## config.mk

```make
export PLATFORM = sky130hd
export DESIGN_NAME = alarm_controller_flat
export DESIGN_NICKNAME = d
export VERILOG_FILES = /design/src/rtl/dac_pkg.sv /design/src/rtl/alarm_controller_if.sv /design/src/rtl/bcd_time_add.sv /design/src/rtl/alarm_controller.sv /design/src/flat_wrapper.sv
export SDC_FILE = /design/constraint.sdc
export NUM_CORES = 1
export LEC_CHECK = 0
export ABC_AREA = 1
export CAP_MARGIN = 20
export CORE_ASPECT_RATIO = 0.7
export CORE_UTILIZATION = 39
export CTS_CLUSTER_DIAMETER = 50
export DETAILED_ROUTE_END_ITERATION = 16
export PLACE_DENSITY_LB_ADDON = 0.25
export SYNTH_ARGS = -nofsm -noshare
export SYNTH_HDL_FRONTEND = slang
export SYNTH_SLANG_ARGS = --single-unit
```

## constraint.sdc

```tcl
create_clock -name clk -period 1.9 [get_ports clk]
set_clock_uncertainty 0.05 [all_clocks]
set_input_delay 0.57 -clock clk [delete_from_list [all_inputs] [get_ports clk]]
set_output_delay 0.57 -clock clk [all_outputs]
set_load 0.05 [all_outputs]
```

## src/rtl/dac_pkg.sv

```systemverilog
// Shared definitions for the alarm controller: FSM encoding, BCD time constants,
// default timing parameters and BCD<->binary helpers for two-digit fields.
package dac_pkg;

  typedef enum logic [1:0] {
    ST_IDLE    = 2'b00,
    ST_RINGING = 2'b01,
    ST_SNOOZE  = 2'b10
  } alarm_state_e;

  localparam logic [15:0] BCD_MIDNIGHT = 16'h0000;
  localparam logic [15:0] BCD_LAST     = 16'h2359;

  localparam int DEF_RING_MINUTES   = 5;
  localparam int DEF_SNOOZE_MINUTES = 9;

  function automatic logic [6:0] bcd2_to_bin(input logic [7:0] b);
    return 7'(b[7:4]) * 7'd10 + 7'(b[3:0]);
  endfunction

  function automatic logic [7:0] bin_to_bcd2(input logic [6:0] v);
    logic [6:0] tens;
    logic [6:0] ones;
    tens = v / 7'd10;
    ones = v % 7'd10;
    return {tens[3:0], ones[3:0]};
  endfunction

endpackage

```

## src/rtl/alarm_controller_if.sv

```systemverilog
// Signal bundle between the alarm controller (slave) and its driver (master).
// All inputs are sampled on posedge clk; outputs are decoded from registered state.
interface alarm_controller_if;
  logic        load_alarm;
  logic [15:0] set_data;
  logic [15:0] time_data;
  logic        one_minute;
  logic        alarm_on;
  logic        stop_alarm;
  logic        snooze;
  logic [15:0] alarm_data;
  logic        alarm_sound;
  logic        snooze_active;
  logic [1:0]  state_dbg;
  logic [15:0] snooze_time_dbg;

  modport master (
    output load_alarm, set_data, time_data, one_minute, alarm_on, stop_alarm, snooze,
    input  alarm_data, alarm_sound, snooze_active, state_dbg, snooze_time_dbg
  );

  modport slave (
    input  load_alarm, set_data, time_data, one_minute, alarm_on, stop_alarm, snooze,
    output alarm_data, alarm_sound, snooze_active, state_dbg, snooze_time_dbg
  );
endinterface

```

## src/rtl/bcd_time_add.sv

```systemverilog
// Combinational BCD HH:MM plus a binary minute count (0..59), carrying minutes
// into hours and wrapping 23:59 -> 00:00.
module bcd_time_add
  import dac_pkg::*;
(
  input  logic [15:0] time_i,
  input  logic [5:0]  add_min_i,
  output logic [15:0] sum_o
);

  logic [6:0] min_bin;
  logic [6:0] hr_bin;
  logic [6:0] min_sum;
  logic [6:0] hr_sum;

  always_comb begin
    min_bin = bcd2_to_bin(time_i[7:0]);
    hr_bin  = bcd2_to_bin(time_i[15:8]);
    min_sum = min_bin + 7'(add_min_i);
    hr_sum  = hr_bin;
    if (min_sum >= 7'd60) begin
      min_sum = min_sum - 7'd60;
      hr_sum  = hr_bin + 7'd1;
    end
    if (hr_sum >= 7'd24) begin
      hr_sum = hr_sum - 7'd24;
    end
    sum_o = {bin_to_bcd2(hr_sum), bin_to_bcd2(min_sum)};
  end

endmodule

```

## src/rtl/alarm_controller.sv

```systemverilog
// Alarm clock controller: IDLE / RINGING / SNOOZE FSM with edge-qualified time match.
// Snooze support is built only when ALARM_SNOOZE_EN is defined.
module alarm_controller
  import dac_pkg::*;
#(
  parameter int RING_MINUTES   = DEF_RING_MINUTES,
  parameter int SNOOZE_MINUTES = DEF_SNOOZE_MINUTES
) (
  input  logic               clk,
  input  logic               reset,
  alarm_controller_if.slave  bus
);

  localparam logic [3:0] RING_LIMIT = 4'(RING_MINUTES);
  localparam logic [5:0] SNOOZE_ADD = 6'(SNOOZE_MINUTES);

  alarm_state_e state_q, state_d;
  logic [15:0]  alarm_data_q, alarm_data_d;
  logic [3:0]   ring_cnt_q, ring_cnt_d;
  logic         match_q, match_d;
  logic [15:0]  target;
  logic         match;
  logic         trigger;

`ifdef ALARM_SNOOZE_EN
  logic [15:0] snooze_time_q, snooze_time_d;
  logic [15:0] snooze_sum;

  bcd_time_add u_snooze_add (
    .time_i    (bus.time_data),
    .add_min_i (SNOOZE_ADD),
    .sum_o     (snooze_sum)
  );

  assign target              = (state_q == ST_SNOOZE) ? snooze_time_q : alarm_data_q;
  assign bus.snooze_active   = (state_q == ST_SNOOZE);
  assign bus.snooze_time_dbg = snooze_time_q;

  always_ff @(posedge clk or negedge reset) begin
    if (!reset) snooze_time_q <= BCD_MIDNIGHT;
    else        snooze_time_q <= snooze_time_d;
  end
`else
  logic [6:0] unused_snooze_cfg;
  assign unused_snooze_cfg   = {bus.snooze, SNOOZE_ADD};
  assign target              = alarm_data_q;
  assign bus.snooze_active   = 1'b0;
  assign bus.snooze_time_dbg = BCD_MIDNIGHT;
`endif

  // Ring only on the first cycle of a match so a held time cannot retrigger.
  assign match   = (bus.time_data == target);
  assign trigger = bus.alarm_on & match & ~match_q;

  always_ff @(posedge clk or negedge reset) begin
    if (!reset) begin
      state_q      <= ST_IDLE;
      alarm_data_q <= BCD_MIDNIGHT;
      ring_cnt_q   <= 4'd0;
      match_q      <= 1'b1;
    end else begin
      state_q      <= state_d;
      alarm_data_q <= alarm_data_d;
      ring_cnt_q   <= ring_cnt_d;
      match_q      <= match_d;
    end
  end

  always_comb begin
    state_d      = state_q;
    alarm_data_d = alarm_data_q;
    ring_cnt_d   = ring_cnt_q;
    match_d      = match;
`ifdef ALARM_SNOOZE_EN
    snooze_time_d = snooze_time_q;
`endif
    if (bus.load_alarm) begin
      alarm_data_d = bus.set_data;
      state_d      = ST_IDLE;
    end else if (!bus.alarm_on || bus.stop_alarm) begin
      state_d = ST_IDLE;
    end else begin
      case (state_q)
        ST_IDLE: begin
          if (trigger) begin
            state_d    = ST_RINGING;
            ring_cnt_d = 4'd0;
          end
        end
        ST_RINGING: begin
`ifdef ALARM_SNOOZE_EN
          if (bus.snooze) begin
            state_d       = ST_SNOOZE;
            snooze_time_d = snooze_sum;
          end else
`endif
          if (bus.one_minute) begin
            if (ring_cnt_q + 4'd1 == RING_LIMIT) state_d = ST_IDLE;
            else                                 ring_cnt_d = ring_cnt_q + 4'd1;
          end
        end
`ifdef ALARM_SNOOZE_EN
        ST_SNOOZE: begin
          if (trigger) begin
            state_d    = ST_RINGING;
            ring_cnt_d = 4'd0;
          end
        end
`endif
        default: state_d = ST_IDLE;
      endcase
    end
  end

  assign bus.alarm_data  = alarm_data_q;
  assign bus.alarm_sound = (state_q == ST_RINGING);
  assign bus.state_dbg   = state_q;

endmodule

```

## src/flat_wrapper.sv

```systemverilog
// flat-port wrapper written by rule: the top's interface ports become plain ports
module alarm_controller_flat import dac_pkg::*;
#(
  parameter int RING_MINUTES   = DEF_RING_MINUTES,
  parameter int SNOOZE_MINUTES = DEF_SNOOZE_MINUTES
)
  (clk, reset, bus_load_alarm, bus_set_data, bus_time_data, bus_one_minute, bus_alarm_on, bus_stop_alarm, bus_snooze, bus_alarm_data, bus_alarm_sound, bus_snooze_active, bus_state_dbg, bus_snooze_time_dbg);
  alarm_controller_if bus_i ();
  input  logic clk;
  input  logic reset;
  input wire logic [$bits(bus_i.load_alarm)-1:0] bus_load_alarm;
  input wire logic [$bits(bus_i.set_data)-1:0] bus_set_data;
  input wire logic [$bits(bus_i.time_data)-1:0] bus_time_data;
  input wire logic [$bits(bus_i.one_minute)-1:0] bus_one_minute;
  input wire logic [$bits(bus_i.alarm_on)-1:0] bus_alarm_on;
  input wire logic [$bits(bus_i.stop_alarm)-1:0] bus_stop_alarm;
  input wire logic [$bits(bus_i.snooze)-1:0] bus_snooze;
  output wire logic [$bits(bus_i.alarm_data)-1:0] bus_alarm_data;
  output wire logic [$bits(bus_i.alarm_sound)-1:0] bus_alarm_sound;
  output wire logic [$bits(bus_i.snooze_active)-1:0] bus_snooze_active;
  output wire logic [$bits(bus_i.state_dbg)-1:0] bus_state_dbg;
  output wire logic [$bits(bus_i.snooze_time_dbg)-1:0] bus_snooze_time_dbg;
  assign bus_i.load_alarm = bus_load_alarm;
  assign bus_i.set_data = bus_set_data;
  assign bus_i.time_data = bus_time_data;
  assign bus_i.one_minute = bus_one_minute;
  assign bus_i.alarm_on = bus_alarm_on;
  assign bus_i.stop_alarm = bus_stop_alarm;
  assign bus_i.snooze = bus_snooze;
  assign bus_alarm_data = bus_i.alarm_data;
  assign bus_alarm_sound = bus_i.alarm_sound;
  assign bus_snooze_active = bus_i.snooze_active;
  assign bus_state_dbg = bus_i.state_dbg;
  assign bus_snooze_time_dbg = bus_i.snooze_time_dbg;
  alarm_controller #(.RING_MINUTES(RING_MINUTES), .SNOOZE_MINUTES(SNOOZE_MINUTES)) u_core (.clk(clk), .reset(reset), .bus(bus_i));
endmodule
```

==> results.json, run 1 <==
{
  "grt_pass1_vias": 1201,
  "max_freq_ghz": 0.5691,
  "r2r_cells": 8,
  "area_growth_pct": 46.26,
  "grt_pass1_wl_um": 4968,
  "clockBufferDepth": 2,
  "diodes": 0,
  "initial_core_util_pct": 42.36,
  "finalHoldViolCount": 0,
  "rsz0062_at_grt": "no",
  "die_area_um2": 3804,
  "worst-setup-path-type": "primary input to register",
  "dpl.hpwl_um": 2327,
  "cts_tree": "yes",
  "core_area_um2": 3276,
  "overflow": 0,
  "worstReg2RegEnd": "u_core.ring_cnt_q[0]$_DFFE_PN0P_",
  "placedCellCount": 306,
  "worstHoldEndpoint": "u_core.ring_cnt_q[3]$_DFFE_PN0P_",
  "critPathMaxFanout": 4,
  "die_w_um": 73.30,
  "post_cts_buffers": 0,
  "dieHeight_um": 51.91,
  "fillers": 329,
  "ios": 75,
  "wl_per_cell_um": 9.665,
  "hp-start": "u_core.ring_cnt_q[3]$_DFFE_PN0P_",
  "synthCells": 204,
  "first_pass_iters": 4,
  "vias": 1299,
  "whs_path_depth": 2,
  "drc": 0,
  "nets": 305,
  "endpoint_kind": "register",
  "setup.reg_to_reg.worst_slack_ns": 0.37,
  "cap_violations": 0,
  "dp_slack_ns": -0.1653,
  "cts_buffers": 3,
  "ys_types": 19,
  "port_buffers": 55,
  "cp_data_required_time_ns": 2.01,
  "outcome": "finished clean",
  "p_leak_nw": 1.163,
  "synth_seq_cells": 22,
  "fin_cells": 310,
  "clockRootBuffer": "clkbuf_8",
  "drt-initial-drc-count": 44,
  "gp_congestion": 0.8331,
  "worstPathCellList": "clkdlybuf4s50_1 > inv_1 > nand2_1 > nand2_1 > nor2_1 > nand2_1 > nor2_1 > nand3_1 > nand2_1 > nand2_2 > nand2_1 > nand2_1",
  "synth_top_area_share_pct": 37.87,
  "clk_pin_slew_worst_paths_ns": 0.08,
  "drv_slew": 0,
  "mostFrequentLayoutCell": "nand2_1",
  "finalCritPeriodShare_pct": 92.48,
  "cpPeakStageDelay_ns": 0.47,
  "vias_per_cell": 4.190,
  "cts.sinks": 22,
  "finalSetupTns_ns": 0,
  "min_path_type": "register to register",
  "syn-cell-area_um2": 1388,
  "min_period_ns": 1.757,
  "power.density_nw_per_um2": 650.2,
  "synth_top_cell_by_area": "dfrtp_1",
  "synth.avg_cell_area_um2": 6.802,
  "rows": 17,
  "gr-usage-all-layers_pct": 17.15,
  "synth_area_leaders": "dfrtp_1 (38%), nand2_1 (22%), buf_4 (10%)",
  "final_layout_size_suffix_gt1_share_pct": 12.55,
  "htree_levels": 1,
  "final_area_um2": 2029,
  "grt_max_degree": 32,
  "crit_top_cell": "nand2_1",
  "place_area_um2": 1949,
  "synth_seq_area_share_pct": 39.77,
  "slowest_stage": "clkdlybuf4s50_1",
  "cp.arrival_ns": 1.86,
  "ys.warnings.count": 0,
  "vdd_ir_drop_max_mv": 0.3877,
  "layout_setup_ws_ns": 0.1428,
  "start_kind": "primary input",
  "final_antenna_net_count": 0,
  "final_cell_mix": "nand2_1 (78), inv_1 (36), clkdlybuf4s50_1 (29)",
  "setup_violations": 0,
  "antenna_found_initial": 0,
  "finalWirelength_um": 2996,
  "rr_startpoint": "u_core.ring_cnt_q[0]$_DFFE_PN0P_",
  "clk_latency_ns": 0.26
}
-- critical path: cells and delay by family --
| family | cells | cell delay [ns] |
|---|---|---|
| buffers and inverters | 2 | 0.51 |
| AND/OR/NAND/NOR | 10 | 0.77 |
-- power breakdown --
| part | internal [mW] | switching [mW] |
|---|---|---|
| logic | 0.160 | 0.293 |
| registers | 0.499 | 0.0273 |
| clock network | 0.185 | 0.156 |
-- routing by layer --
layer,up-vias,track usage (%),share of wire [%]
met5,-,0,0
met4,0,3.846,0.63
met3,2,6.395,8.5
met2,52,29.32,42
met1,559,20.66,49
li1,686,-,-
-- registers in the layout (all words and copies together) (netlist names) --
signal / count
u_core.bus.state_dbg: 1
u_core.match_q: 1
u_core.ring_cnt_q: 4
u_core.bus.alarm_data: 16
-- worst max path at each step --
| stage | startpoint | to | slack (ns) | cells after the start |
|---|---|---|---|---|
| floorplan | u_core.bus.alarm_data[2]$_DFFE_PN0P_ | u_core.ring_cnt_q[0]$_DFFE_PN0P_ | 0.33 | 11 |
| global placement | bus_time_data[4] | u_core.ring_cnt_q[3]$_DFFE_PN0P_ | -0.13 | 12 |
| detailed placement | bus_time_data[7] | u_core.ring_cnt_q[0]$_DFFE_PN0P_ | -0.17 | 12 |
| CTS | bus_time_data[10] | u_core.ring_cnt_q[0]$_DFFE_PN0P_ | 0.12 | 12 |
| global route | bus_time_data[3] | u_core.ring_cnt_q[1]$_DFFE_PN0P_ | 0.005 | 12 |
| finish | bus_time_data[14] | u_core.ring_cnt_q[1]$_DFFE_PN0P_ | 0.14 | 12 |
-- stage by stage --
stage	power, mW	utilization [%]	hold slack, ns
2_1_floorplan	0.8388	-	0.2244
3_3_place_gp	0.9876	59.51	0.4269
3_5_place_dp	0.9931	59.51	0.4437
4_1_cts	1.335	61.19	0.4631
5_1_grt	1.393	61.96	0.5041
6_report	1.320	61.96	0.4719
-- what timing repair did --
item / 4_1_cts / 5_1_grt
resized for setup: 0 / 10
setup endpoints to repair: 0 / 4
hold buffers: 0 / 0
-- cell families after synthesis --
family                   count (synthesis)  share of synthesized area (%)
AND/OR/NAND/NOR                         99                          28.31
buffers and inverters                   58                          20.83
AO/OA/AOI/OAI                           19                          6.943
multiplexers                             1                         0.8115
other                                    1                         0.2703
flip-flops                              22                          39.77
adder cells (fa/ha/maj)                  2                          1.803
XOR/XNOR                                 2                          1.263
-- cell usage after synthesis, drive strengths merged --
cell	number
inv	36
o21ai	17
nor3	1
nor2	13
clkbuf	3
ha	2
nor3b	1
nor4	1
mux2	1
nand3	3
a21oi	1
xor2	2
buf	19
nand2	80
a31oi	1
dfstp	1
dfrtp	21
conb	1
-- area by class of cell --
cell class | count | area, µm² | area share [%]
multi-input combinational | 141 | 615.6 | 30.33
timing repair buffer | 60 | 613.1 | 30.21
sequential | 22 | 551.8 | 27.19
inverter | 36 | 135.1 | 6.658
tap | 47 | 58.81 | 2.898
clock buffer | 4 | 55.05 | 2.713
No activity file was read; power rests on OpenSTA's default activity.
==> inputs of run 2 (changes only) <==
--- a/config.mk
+++ b/config.mk
@@ -8,10 +8,12 @@
 export ABC_AREA = 1
 export CAP_MARGIN = 20
 export CORE_ASPECT_RATIO = 0.7
+export CORE_MARGIN = 3
 export CORE_UTILIZATION = 39
 export CTS_CLUSTER_DIAMETER = 50
 export DETAILED_ROUTE_END_ITERATION = 16
 export PLACE_DENSITY_LB_ADDON = 0.25
 export SYNTH_ARGS = -nofsm -noshare
 export SYNTH_HDL_FRONTEND = slang
+export SYNTH_HIERARCHICAL = 1
 export SYNTH_SLANG_ARGS = --single-unit
==> run 2 against run 1 <==
Non-clock buffer count grew 1. Hold slack lost 0.013 ns. Combinational power grew 11%.
==> results.json, run 2 <==
{
  "yosysMostFrequentCell": "nand2_1",
  "synth-edff-count": 0,
  "cp_data_required_time_ns": 2.00,
  "port_buffers": 55,
  "final_antenna_net_count": 0,
  "rows": 17,
  "grt_pass1_wl_um": 4981,
  "rsz0062_at_grt": "no",
  "cts.sinks": 22,
  "first_pass_iters": 4,
  "cp.arrival_ns": 1.83,
  "crit_top_cell": "nand2_1",
  "diodes": 0,
  "htree_levels": 1,
  "dieHeight_um": 55.70,
  "clockBufferDepth": 2,
  "slowest_stage": "clkdlybuf4s50_1",
  "setup_violations": 0,
  "mostFrequentLayoutCell": "nand2_1",
  "cap_violations": 0,
  "core_area_um2": 3254,
  "grt_max_degree": 32,
  "vias_per_cell": 4.078,
  "cts_buffers": 3,
  "ys.flop_type": "dfrtp_1",
  "final_layout_size_suffix_gt1_share_pct": 16.15,
  "clk_latency_ns": 0.26,
  "clockRootBuffer": "clkbuf_8",
  "start_kind": "primary input",
  "gp_congestion": 0.8017,
  "final_util_pct": 64.32,
  "finalWirelength_um": 2977,
  "min_period_ns": 1.726,
  "fillers": 285,
  "grt_pass1_vias": 1121,
  "overflow": 0,
  "worst-setup-path-type": "primary input to register",
  "hold_buffers": 0,
  "post_cts_buffers": 0,
  "vdd_ir_drop_max_mv": 0.3160,
  "drc": 0,
  "synth_top_area_share_pct": 38.18,
  "holdWs_ns": 0.4584,
  "max_freq_ghz": 0.5793,
  "synth.avg_cell_area_um2": 6.882,
  "ys_types": 21,
  "initial_core_util_pct": 42.29,
  "ys.warnings.count": 6,
  "synth_area_leaders": "dfrtp_1 (38%), nand2_1 (20%), buf_4 (10%)",
  "cts_tree": "yes",
  "worstPathCellList": "clkdlybuf4s50_1 > inv_1 > nand2_1 > nand2_1 > nor2_1 > nand2_1 > nor2_1 > nand3_1 > nand2_2 > nand2_2 > nand2_1 > nand2_1",
  "outcome": "finished clean",
  "cpPeakStageDelay_ns": 0.49,
  "antenna_found_initial": 0,
  "ios": 75,
  "synth_seq_cells": 22,
  "clk_pin_slew_worst_paths_ns": 0.08,
  "finalHoldViolCount": 0,
  "die_w_um": 77.01,
  "synth_seq_area_share_pct": 40.09,
  "fin_cells": 307,
  "async_flop_share_pct": 100.0,
  "final_cell_mix": "nand2_1 (73), clkdlybuf4s50_1 (37), inv_1 (25)",
  "area_growth_pct": 52.09,
  "nets": 302,
  "critPathMaxFanout": 4,
  "finalCritPeriodShare_pct": 90.85,
  "gr-usage-all-layers_pct": 14.26,
  "p_leak_nw": 1.114,
  "power.density_nw_per_um2": 637.0,
  "dpl.hpwl_um": 2434,
  "synth_top_cell_by_area": "dfrtp_1",
  "min_path_type": "register to register",
  "vias": 1252,
  "die_area_um2": 4289,
  "drt-initial-drc-count": 43,
  "drv_slew": 0,
  "wl_per_cell_um": 9.697,
  "syn-cell-area_um2": 1376,
  "endpoint_kind": "register",
  "placedCellCount": 303,
  "synthCells": 200,
  "finalPower_mw": 1.333,
  "largest_reg_flops": 16,
  "yosys-top-cells-count": "nand2_1 (73), inv_1 (25), dfrtp_1 (21)"
}
## run 2: cells by family (layout without fill, tap and decap cells)
group | Yosys count | after routing | synth area share (%)
buffers and inverters | 57 | 100 | 20.73
AOI/OAI and AO/OA | 16 | 16 | 5.818
adders and majority gates | 2 | 2 | 1.818
DFF | 22 | 22 | 40.09
muxes | 1 | 1 | 0.8181
other | 1 | 18 | 0.2725
and+or+nand+nor | 98 | 98 | 28.54
xor gates and xnor gates | 3 | 3 | 1.909
## run 2: repair_timing
| action | in CTS | in global routing |
|---|---|---|
| endpoints found under the hold margin | 0 | 0 |
| gates resized for setup | 0 | 1 |
| setup endpoints to repair | 0 | 1 |
## run 2: final cells by class
cell class	instances	area, µm²	area share [%]
Tap cell	47	58.81	2.809
Multi-Input combinational cell	138	605.6	28.93
Timing Repair Buffer	61	700.7	33.47
Clock buffer	4	45.04	2.152
Inverter	35	131.4	6.276
Sequential cell	22	551.8	26.36
## run 2: layer usage
metal | vias up | global-route usage, % | part of all wire (%)
li1 | 676 | - | -
met1 | 530 | 18.22 | 47
met2 | 43 | 22.33 | 43
met3 | 3 | 6.796 | 9.6
met4 | 0 | 2.284 | 0.40
met5 | - | 0 | 0
## run 2: critical path: cells and delay by family
kind | cells | cell delay (ns)
buf+inv | 2 | 0.54
simple gates | 10 | 0.71
## run 2: metrics by stage
stage / setup WS [ns] / TNS [ns] / cell area (µm²)
finish: 0.1738 / 0 / 2093
global route: 0.04462 / 0 / 2093
CTS: 0.1655 / 0 / 2091
detailed placement: -0.1135 / -0.4424 / 2046
global placement: -0.1201 / -0.4877 / 2046
floorplan: 0.2868 / 0 / 1440
## run 2: worst paths after layout
kind	from	endpoint	slack [ns]	cells after the start
setup / recovery	bus_time_data[8]	u_core/ring_cnt_q[0]$_DFFE_PN0P_	0.17	12
hold / removal	u_core/ring_cnt_q[3]$_DFFE_PN0P_	u_core/ring_cnt_q[3]$_DFFE_PN0P_	0.46	2
setup reg to reg	u_core/ring_cnt_q[0]$_DFFE_PN0P_	u_core/ring_cnt_q[2]$_DFFE_PN0P_	0.30	8
hold reg to reg	u_core/ring_cnt_q[3]$_DFFE_PN0P_	u_core/ring_cnt_q[3]$_DFFE_PN0P_	0.46	2
max in group asynchronous	reset	u_core/match_q$_DFF_PN1_	0.91	2
min in group asynchronous	reset	u_core/bus.alarm_data[2]$_DFFE_PN0P_	0.60	2
## run 2: power by group
part           switching [mW]  internal, mW  leakage (nW)
clock network           0.145         0.149        0.0228
logic                   0.298         0.205         0.817
registers              0.0369         0.499         0.274
total                   0.480         0.854          1.11
